`src/rtl/imem_program_loader.sv`:
```
// imem_program_loader
// Streams a program image into instruction memory over a valid/ready port.
// The datapath is held in reset until the image is loaded. After the final
// write, the datapath reset stays asserted for a hold window, then it is
// released. Only the loader writes instruction memory; the datapath only
// reads it.
//
// Optional feature (macro IMEM_LOADER_CHECKSUM_EN):
//   The loader keeps a wrap-around sum of the program words. After the last
//   word it accepts one extra checksum beat, which is not written to memory.
//   If the beat does not match the sum, the loader halts and err_checksum is
//   set. Without the macro there is no CHECK state and err_checksum is 0.
//
// Ports:
//   clk          system clock, rising edge
//   rst          asynchronous reset, active low
//   in_valid     source has a word
//   in_data      program word
//   in_last      marks the final program word
//   in_ready     loader accepts a word this cycle (decoded from state)
//   reload       pulse to restart loading; honoured in RUN or HALT only
//   imem_we      instruction memory write enable (registered)
//   imem_addr    instruction memory write address (registered)
//   imem_wdata   instruction memory write data (registered)
//   cpu_rst      active-high reset to the datapath
//   done         program loaded and datapath running
//   word_count   number of program words written
//   err_overflow image filled the memory without in_last
//   err_checksum checksum beat did not match the sum of the words
module imem_program_loader #(
  parameter int ADDR_W   = 6,
  parameter int DATA_W   = 32,
  parameter int HOLD_CYC = 4
) (
  input  logic              clk,
  input  logic              rst,
  input  logic              in_valid,
  input  logic [DATA_W-1:0] in_data,
  input  logic              in_last,
  output logic              in_ready,
  input  logic              reload,
  output logic              imem_we,
  output logic [ADDR_W-1:0] imem_addr,
  output logic [DATA_W-1:0] imem_wdata,
  output logic              cpu_rst,
  output logic              done,
  output logic [ADDR_W:0]   word_count,
  output logic              err_overflow,
  output logic              err_checksum
);

`ifdef IMEM_LOADER_CHECKSUM_EN
  typedef enum logic [2:0] {IDLE, LOAD, CHECK, HOLD, RUN, HALT} state_t;
`else
  typedef enum logic [2:0] {IDLE, LOAD, HOLD, RUN, HALT} state_t;
`endif

  state_t            state, next_state;
  logic [ADDR_W-1:0] addr;
  logic [7:0]        hold_cnt;
  logic              accept;
  logic              load_accept;
  logic              at_top;
  logic              restart;

  // The top address ends the image even when in_last is missing.
  assign at_top      = (addr == {ADDR_W{1'b1}});
  assign accept      = in_valid & in_ready;
  assign load_accept = accept & (state == LOAD);
  assign restart     = reload & ((state == RUN) | (state == HALT));

  // All of these are decoded from the registered state, so there is no
  // combinational path from in_valid to in_ready.
`ifdef IMEM_LOADER_CHECKSUM_EN
  assign in_ready = (state == LOAD) | (state == CHECK);
`else
  assign in_ready = (state == LOAD);
`endif
  assign done    = (state == RUN);
  assign cpu_rst = (state != RUN);

`ifdef IMEM_LOADER_CHECKSUM_EN
  logic [DATA_W-1:0] sum;
  logic              sum_ok;
  assign sum_ok = (in_data == sum);
`else
  assign err_checksum = 1'b0;
`endif

  // State register
  always_ff @(posedge clk or negedge rst) begin
    if (!rst) state <= IDLE;
    else      state <= next_state;
  end

  // Next-state logic. The overflow word is treated as the last word.
  // HOLD stays in place until the counter reaches HOLD_CYC. This releases
  // the datapath HOLD_CYC edges after the edge that performs the final write.
  always_comb begin
    next_state = state;
    case (state)
      IDLE: next_state = LOAD;
      LOAD: begin
        if (load_accept && (in_last || at_top)) begin
`ifdef IMEM_LOADER_CHECKSUM_EN
          next_state = CHECK;
`else
          next_state = HOLD;
`endif
        end
      end
`ifdef IMEM_LOADER_CHECKSUM_EN
      CHECK: if (accept) next_state = sum_ok ? HOLD : HALT;
`endif
      HOLD: if (hold_cnt == 8'(HOLD_CYC)) next_state = RUN;
      RUN:  if (reload) next_state = LOAD;
      HALT: if (reload) next_state = LOAD;
      default: next_state = IDLE;
    endcase
  end

  // Datapath registers: write port, address, count, hold counter, flags.
  // A reload from RUN or HALT clears everything needed to start a new image.
  always_ff @(posedge clk or negedge rst) begin
    if (!rst) begin
      imem_we      <= 1'b0;
      imem_addr    <= '0;
      imem_wdata   <= '0;
      addr         <= '0;
      word_count   <= '0;
      hold_cnt     <= '0;
      err_overflow <= 1'b0;
`ifdef IMEM_LOADER_CHECKSUM_EN
      sum          <= '0;
      err_checksum <= 1'b0;
`endif
    end else begin
      imem_we  <= load_accept;
      hold_cnt <= (state == HOLD) ? hold_cnt + 8'd1 : 8'd0;
      if (load_accept) begin
        imem_addr  <= addr;
        imem_wdata <= in_data;
        word_count <= word_count + (ADDR_W+1)'(1);
        if (!at_top)
          addr <= addr + ADDR_W'(1);
        else if (!in_last)
          err_overflow <= 1'b1;
`ifdef IMEM_LOADER_CHECKSUM_EN
        sum <= sum + in_data;
`endif
      end
`ifdef IMEM_LOADER_CHECKSUM_EN
      if (accept && (state == CHECK) && !sum_ok)
        err_checksum <= 1'b1;
`endif
      if (restart) begin
        addr         <= '0;
        word_count   <= '0;
        err_overflow <= 1'b0;
`ifdef IMEM_LOADER_CHECKSUM_EN
        sum          <= '0;
        err_checksum <= 1'b0;
`endif
      end
    end
  end

endmodule

```
`config.mk`:
```
export PLATFORM = sky130hd
export DESIGN_NAME = imem_program_loader
export DESIGN_NICKNAME = d
export VERILOG_FILES = /design/src/rtl/imem_program_loader.sv
export SDC_FILE = /design/constraint.sdc
export NUM_CORES = 1
export LEC_CHECK = 0
export CAP_MARGIN = 20
export CORE_MARGIN = 2
export CORE_UTILIZATION = 35
export DETAILED_ROUTE_END_ITERATION = 8
export MAX_ROUTING_LAYER = met4
export PLACE_DENSITY_LB_ADDON = 0.15
export SYNTH_ARGS = -nofsm -noshare
export SYNTH_HDL_FRONTEND = slang
export SYNTH_SLANG_ARGS = --single-unit
```
`constraint.sdc`:
```
create_clock -name clk -period 2.6 [get_ports clk]
set_input_delay 0.52 -clock clk [delete_from_list [all_inputs] [get_ports clk]]
set_output_delay 0.52 -clock clk [all_outputs]
set_load 0.01 [all_outputs]
```
==> flow_summary.toml <==
[run_status]
status = "complete, no violations"

[critical_path]
r2r_slack_ps = 760
critPathArrivalTime_ps = 1620
critical_path_required_ps = 2080
r2r-start = "state[1]"
timing.rr.end = "addr[2]"
setup.worst_path.end_class = "primary output"
critPathKind = "flop to primary output"
crit_path_max_fanout = 4
setup.worst_path.start = "state[0]"
endpoint = "cpu_rst"
cp-start-kind = "flop"
ff2ff_path_depth = 6

[route]
vias = 2133
wirelength_mm = 5.96
firstDrtPassIters = 4
wire_per_inst_um = 12.5
drt-initial-drc-count = 128
ant_nets = 0
drcViolationCount = 0
vias_per_cell = 4.48

[sta]
fmax_ghz = 0.467
tightest_slew_ps = 577
whs_ps = 173
clock_skew_ps = 9.77
rsz0062_at_grt = "false"
setup_slack_ps = 458
finalMaxSlewViolations = 0
finalCriticalPeriod_ps = 2140
slew_headroom_pct = 61.5
setup_violations = 0
tns_ps = 0
final-hold-violation-count = 0
min_period_over_period_pct = 82.4

[synth]
synth_top_cell_by_area = "dfrtp_1"
yosysUniqueCellTypes = 32
ys_ff_latch = 63
yosys.area.top_type_share_pct = 58.8
syn_inst = 283
synthTopCellsByArea = "dfrtp_1, nand2_1, ha_1, xor2_1, and2_1"
synth-warning-count = 0
postSynthAreaPerCell_sq_um = 9.47
ys_seq_area_share_pct = 58.8
netlist_area_sq_mm = 0.00268
synth_nets = 328

[placed_design]
io_buffers = 86
dp_hpwl_mm = 3.98
post_dp_cell_area_sq_mm = 0.00367
dpl.cell_count = 460
pre_cts_slack_ps = 418
gp_congestion = 0.772

[global_route]
grt_pass1_vias = 2127
track_usage_pct = 15.5
grt_max_degree = 40
overflow = 0
grt_pass1_wl_mm = 9.95
antenna_found_initial = 0

[layout]
area_growth_pct = 45.4
post-route-util_pct = 53.2
fillers = 660
diodes = 0
fin_nets = 417
final_cell_area_sq_mm = 0.00390
final_cells = 476
drive_gt1_share_pct = 6.63

[clock_network]
clock-root-buffer = "clkbuf_8"
clock_latency_ps = 340
postCtsHoldBufs = 0
postCtsSetupBuffers = 0
cts_resized = 0
clock_path_buffers = 2
tritoncts = "built"
clk_pin_slew_worst_paths_ps = 70
cts.sinks = 63
htree_levels = 3
cts_buffers = 9

[floorplan]
start_util_pct = 36.6
io_pins = 88
die_w_um = 91.5
core_area_sq_mm = 0.00733
row_count = 31
die_area_sq_mm = 0.00838
die_h_um = 91.5

[power]
power.total_mw = 4.03
powerDensity_mw_per_mm2 = 1030
max-vdd-ir-drop_uv = 499
p_leak_nw = 1.89

[job]
cap_violations = 0

[worst_hold_path]
min_path_type = "primary input to asynchronous set/reset pin"
sequential cells by signal, summed over array words and instances (netlist names):
register / cells
addr: 6
state: 2
hold_cnt: 8
word_count: 7
err_overflow: 1
imem_we: 1
imem_wdata: 32
imem_addr: 6
worst max-delay path: stages (launching register included):
cell and delay (ps):
dfrtp_1 430, ha_1 250, inv_1 80, clkdlybuf4s50_1 530
cell usage after synthesis (all sizes together):
library cell and instances:
a211oi 1, a21oi 3, a31o 1, a31oi 1, a41oi 1, and2 9, and3 3, and4 1
buf 4, clkbuf 8, conb 1, dfrtp 63, ha 8, inv 8, mux2i 3, nand2 120
nand2b 1, nand3 6, nand4 6, nor2 13, nor2b 1, nor3 2, o211ai 2, o21bai 1
o31a 1, o41ai 1, or4b 1, xnor2 6, xor2 7
layer usage:
| layer | wire (um) | vias up | track usage [%] |
|---|---|---|---|
| met5 | 0 | - | - |
| met4 | 8 | 0 | 3.79 |
| met3 | 403 | 2 | 6.64 |
| met2 | 2920 | 63 | 24.9 |
| met1 | 2630 | 994 | 18.0 |
| li1 | - | 1074 | - |
how the worst min path moves through the flow:
stage	start	to	slack [ps]	cells after the start
3_3_place_gp	imem_wdata[27]	imem_wdata[27]	460	2
4_1_cts	rst	hold_cnt[4]	190	1
3_5_place_dp	imem_wdata[13]	imem_wdata[13]	460	2
6_report	rst	hold_cnt[4]	170	1
2_1_floorplan	rst	addr[0]	220	0
5_1_grt	rst	hold_cnt[6]	200	1
cell type report:
class / count / area, sq um / area share, %
Clock buffer: 11 / 151 / 3.88
Sequential cell: 63 / 1580 / 40.4
Timing Repair Buffer: 90 / 911 / 23.4
Multi-Input combinational cell: 200 / 1030 / 26.3
Inverter: 8 / 30.0 / 0.770
Tap cell: 99 / 124 / 3.18
Clock inverter: 5 / 80.1 / 2.05
cell usage in the layout, fill, tap and decap left out, types with 2 or more instances in the layout:
cell type        Yosys  routed
mux2i_1              3       3
nor2_1              13      13
nand3_1              6       6
nand4_1              6       6
clkdlybuf4s50_1      0      85
clkinvlp_4           0       2
buf_12               0       2
bufinv_16            0       2
o211ai_1             2       2
and2_1               9       9
dfrtp_1             63      63
nor3_1               2       2
xnor2_1              6       6
ha_1                 8       8
buf_4                1       2
a21oi_1              3       3
nand2_1            120     120
xor2_1               7       7
inv_1                7       7
clkbuf_8             0      11
and3_1               2       2
where the power goes:
group          internal, mW  switching [mW]
Combinational         0.817           0.730
Sequential             1.30           0.209
Clock                 0.590           0.380
kinds of logic after synthesis:
group / count (synthesis) / synth area share (%)
flip-flops: 63 / 58.8
AO/OA/AOI/OAI: 12 / 3.50
AND/OR/NAND/NOR: 163 / 25.5
multiplexers: 3 / 1.12
buffers and inverters: 20 / 2.94
XOR/XNOR: 13 / 4.25
adder cells (fa/ha/maj): 8 / 3.73
other: 1 / 0.140
(Power assumes the default switching activity.)
==> patch, RTL diff (config.mk and constraints unchanged) <==
The option `IMEM_LOADER_CHECKSUM_EN` is turned on by a define.
--- a/src/rtl/imem_program_loader.sv
+++ b/src/rtl/imem_program_loader.sv
@@ -29,2 +29,4 @@
 //   err_checksum checksum beat did not match the sum of the words
+`define IMEM_LOADER_CHECKSUM_EN
+
 module imem_program_loader #(
Behaviour: not the same (Yosys sat finds a counterexample within 4 cycles, from zero or initial values and one cycle with rst low).
==> patch against the original RTL <==
- hold slack worse by 0.054 ns
- global-route usage up 3.3 points
- total power up 130%
- critical path depth up 10
- highest routed layer unchanged
- area after synthesis up 110%
- sequential share of layout area down 11 points
- sequential cell count up 34
- largest power group unchanged
- count of clock-buffer cells in the layout unchanged
- the flow now finishes with violations (setup timing)
- wire length rose to 2.7 times the old value
- worst setup slack worse by 0.58 ns
- design area up 110%
- combinational power rose to 3.4 times the old value
==> patch: results (changes against the original RTL) <==
- Inst Count DP: 1017 (+120%)
- Adder-cell area share of the yosys netlist: 8.02% (+4.3 points)
- Final setup vio count: 6 (+6)
- Compound-gate portion of the synthesized area: 16.4% (+13 points)
- Largest net degree at the start of global routing: 70 (+75%)
- Multiplexer area fraction after synthesis: 0.350% (-0.77 points)
- Family with the most delay on the worst path: compound AO/OA/AOI/OAI gates
- Worst path slowest cell: dfrtp_1
- Share of post-route cells with drive strength above 1: 24.4% (+18 points)
- Post-synth top cells: nand2_1 (145), dfrtp_1 (97), o21ai_0 (46), nand3_1 (44)
- Synth top area cells: dfrtp_1 (42%), nand2_1 (9.5%), ha_1 (7.7%)
- Gr usage total: 18.9% (+3.3 points)
- Largest stage delay on the critical path: 0.41 ns (-0.12 ns)
- Max-slew headroom: 51.4% (-10 points)
- Critical path destination: sum[20]
- Final Net Count: 895 (+110%)
- First-pass GRT wire length: 26.0 mm (+160%)
- Worst Reg-to-Reg Cells: 13 (+7)
- Vias in the first global route: 5375 (+150%)
- CTS root buf: clkbuf_16
- DP Area: 0.00753 sq mm (+110%)
- DRT iter0 DRCs: 222 (+73%)
- Status: finished with violations
- Power Total: 0.00924 W (+130%)
- Final TNS setup: -0.382 ns (-0.382 ns)
- Post-DP HPWL: 11.0 mm (+180%)
- Lkg Pwr: 3.89 nW (+110%)
- Placer Congestion: 0.905 (+17%)
- Number of library cell types mapped by synthesis: 67 (+110%)
- Routed wire length per instance: 15.3 um (+22%)
- Max Clock Skew: 0.00789 ns (-0.00187 ns)
- Average size of a mapped cell: 8.76 sq um (-7.5%)
- Via Count: 5236 (+150%)
- Min Hold Slack: 0.118 ns (-0.0543 ns)
- Reg power frac: 27.1% (-10 points)
- Failing checks: setup timing
- DR pass1 iterations: 6 (+2)
- PnR worst setup slack: -0.125 ns (-0.583 ns)
- IR drop worst, VDD: 0.456 mV (-8.6%)
- Net Switching: 0.00361 W (+170%)
- Power per Cell Area: 1110 mW/mm^2 (+7.4%)
-- patch: changes by cell type after synthesis, sizes merged, moves of 11 or more --
cell and delta:
a21o +11, a21oi +28, clkbuf +25, dfrtp +34
ha +27, nand2 +26, nand3 +39, nor2 +24
o21ai +54, xor2 +18
-- patch: cells by family (layout without fill, tap and decap cells) --
| logic type | count (synthesis) | in the layout |
|---|---|---|
| AO/OA/AOI/OAI | 137 | 137 |
| XOR/XNOR | 41 | 41 |
| adder cells (fa/ha/maj) | 36 | 36 |
| buffers and inverters | 56 | 231 |
| flip-flops | 97 | 97 |
| multiplexers | 2 | 2 |
| other | 0 | 1 |
| AND/OR/NAND/NOR | 283 | 283 |
-- patch: worst register-to-register path, stage by stage, from the launching register on --
cell and delay, ns:
dfrtp_1 0.41, ha_4 0.18, inv_2 0.05, fa_2 0.20, and2b_1 0.19, o31a_2 0.36
nor2_4 0.15, o32ai_4 0.11, buf_6 0.14, o21a_4 0.21, buf_4 0.16, a31oi_4 0.17
xor2_1 0.17, o21ai_1 0.08
-- patch: cell type report --
| class | instances | share of cell area, % |
|---|---|---|
| sequential | 97 | 29.1 |
| timing repair buffer | 197 | 21.0 |
| multi-input combinational | 499 | 42.0 |
| antenna | 1 | 0.0300 |
| inverter | 18 | 0.811 |
| tap | 216 | 3.25 |
| clock buffer | 11 | 3.03 |
| clock inverter | 5 | 0.736 |
-- patch: per-layer routing --
metal / vias to the layer above / track usage (%) / wire length [um]
met5: - / - / 0
met4: 0 / 7.85 / 350
met3: 25 / 2.73 / 377
met2: 78 / 30.9 / 7810
met1: 2539 / 23.4 / 7480
li1: 2594 / - / -
-- patch: repair_timing --
| item | CTS | global route |
|---|---|---|
| endpoints found under the setup margin | 19 | 15 |
| resized for setup | 58 | 37 |
| pin swaps | 30 | 33 |
| buffers inserted | 6 | 6 |
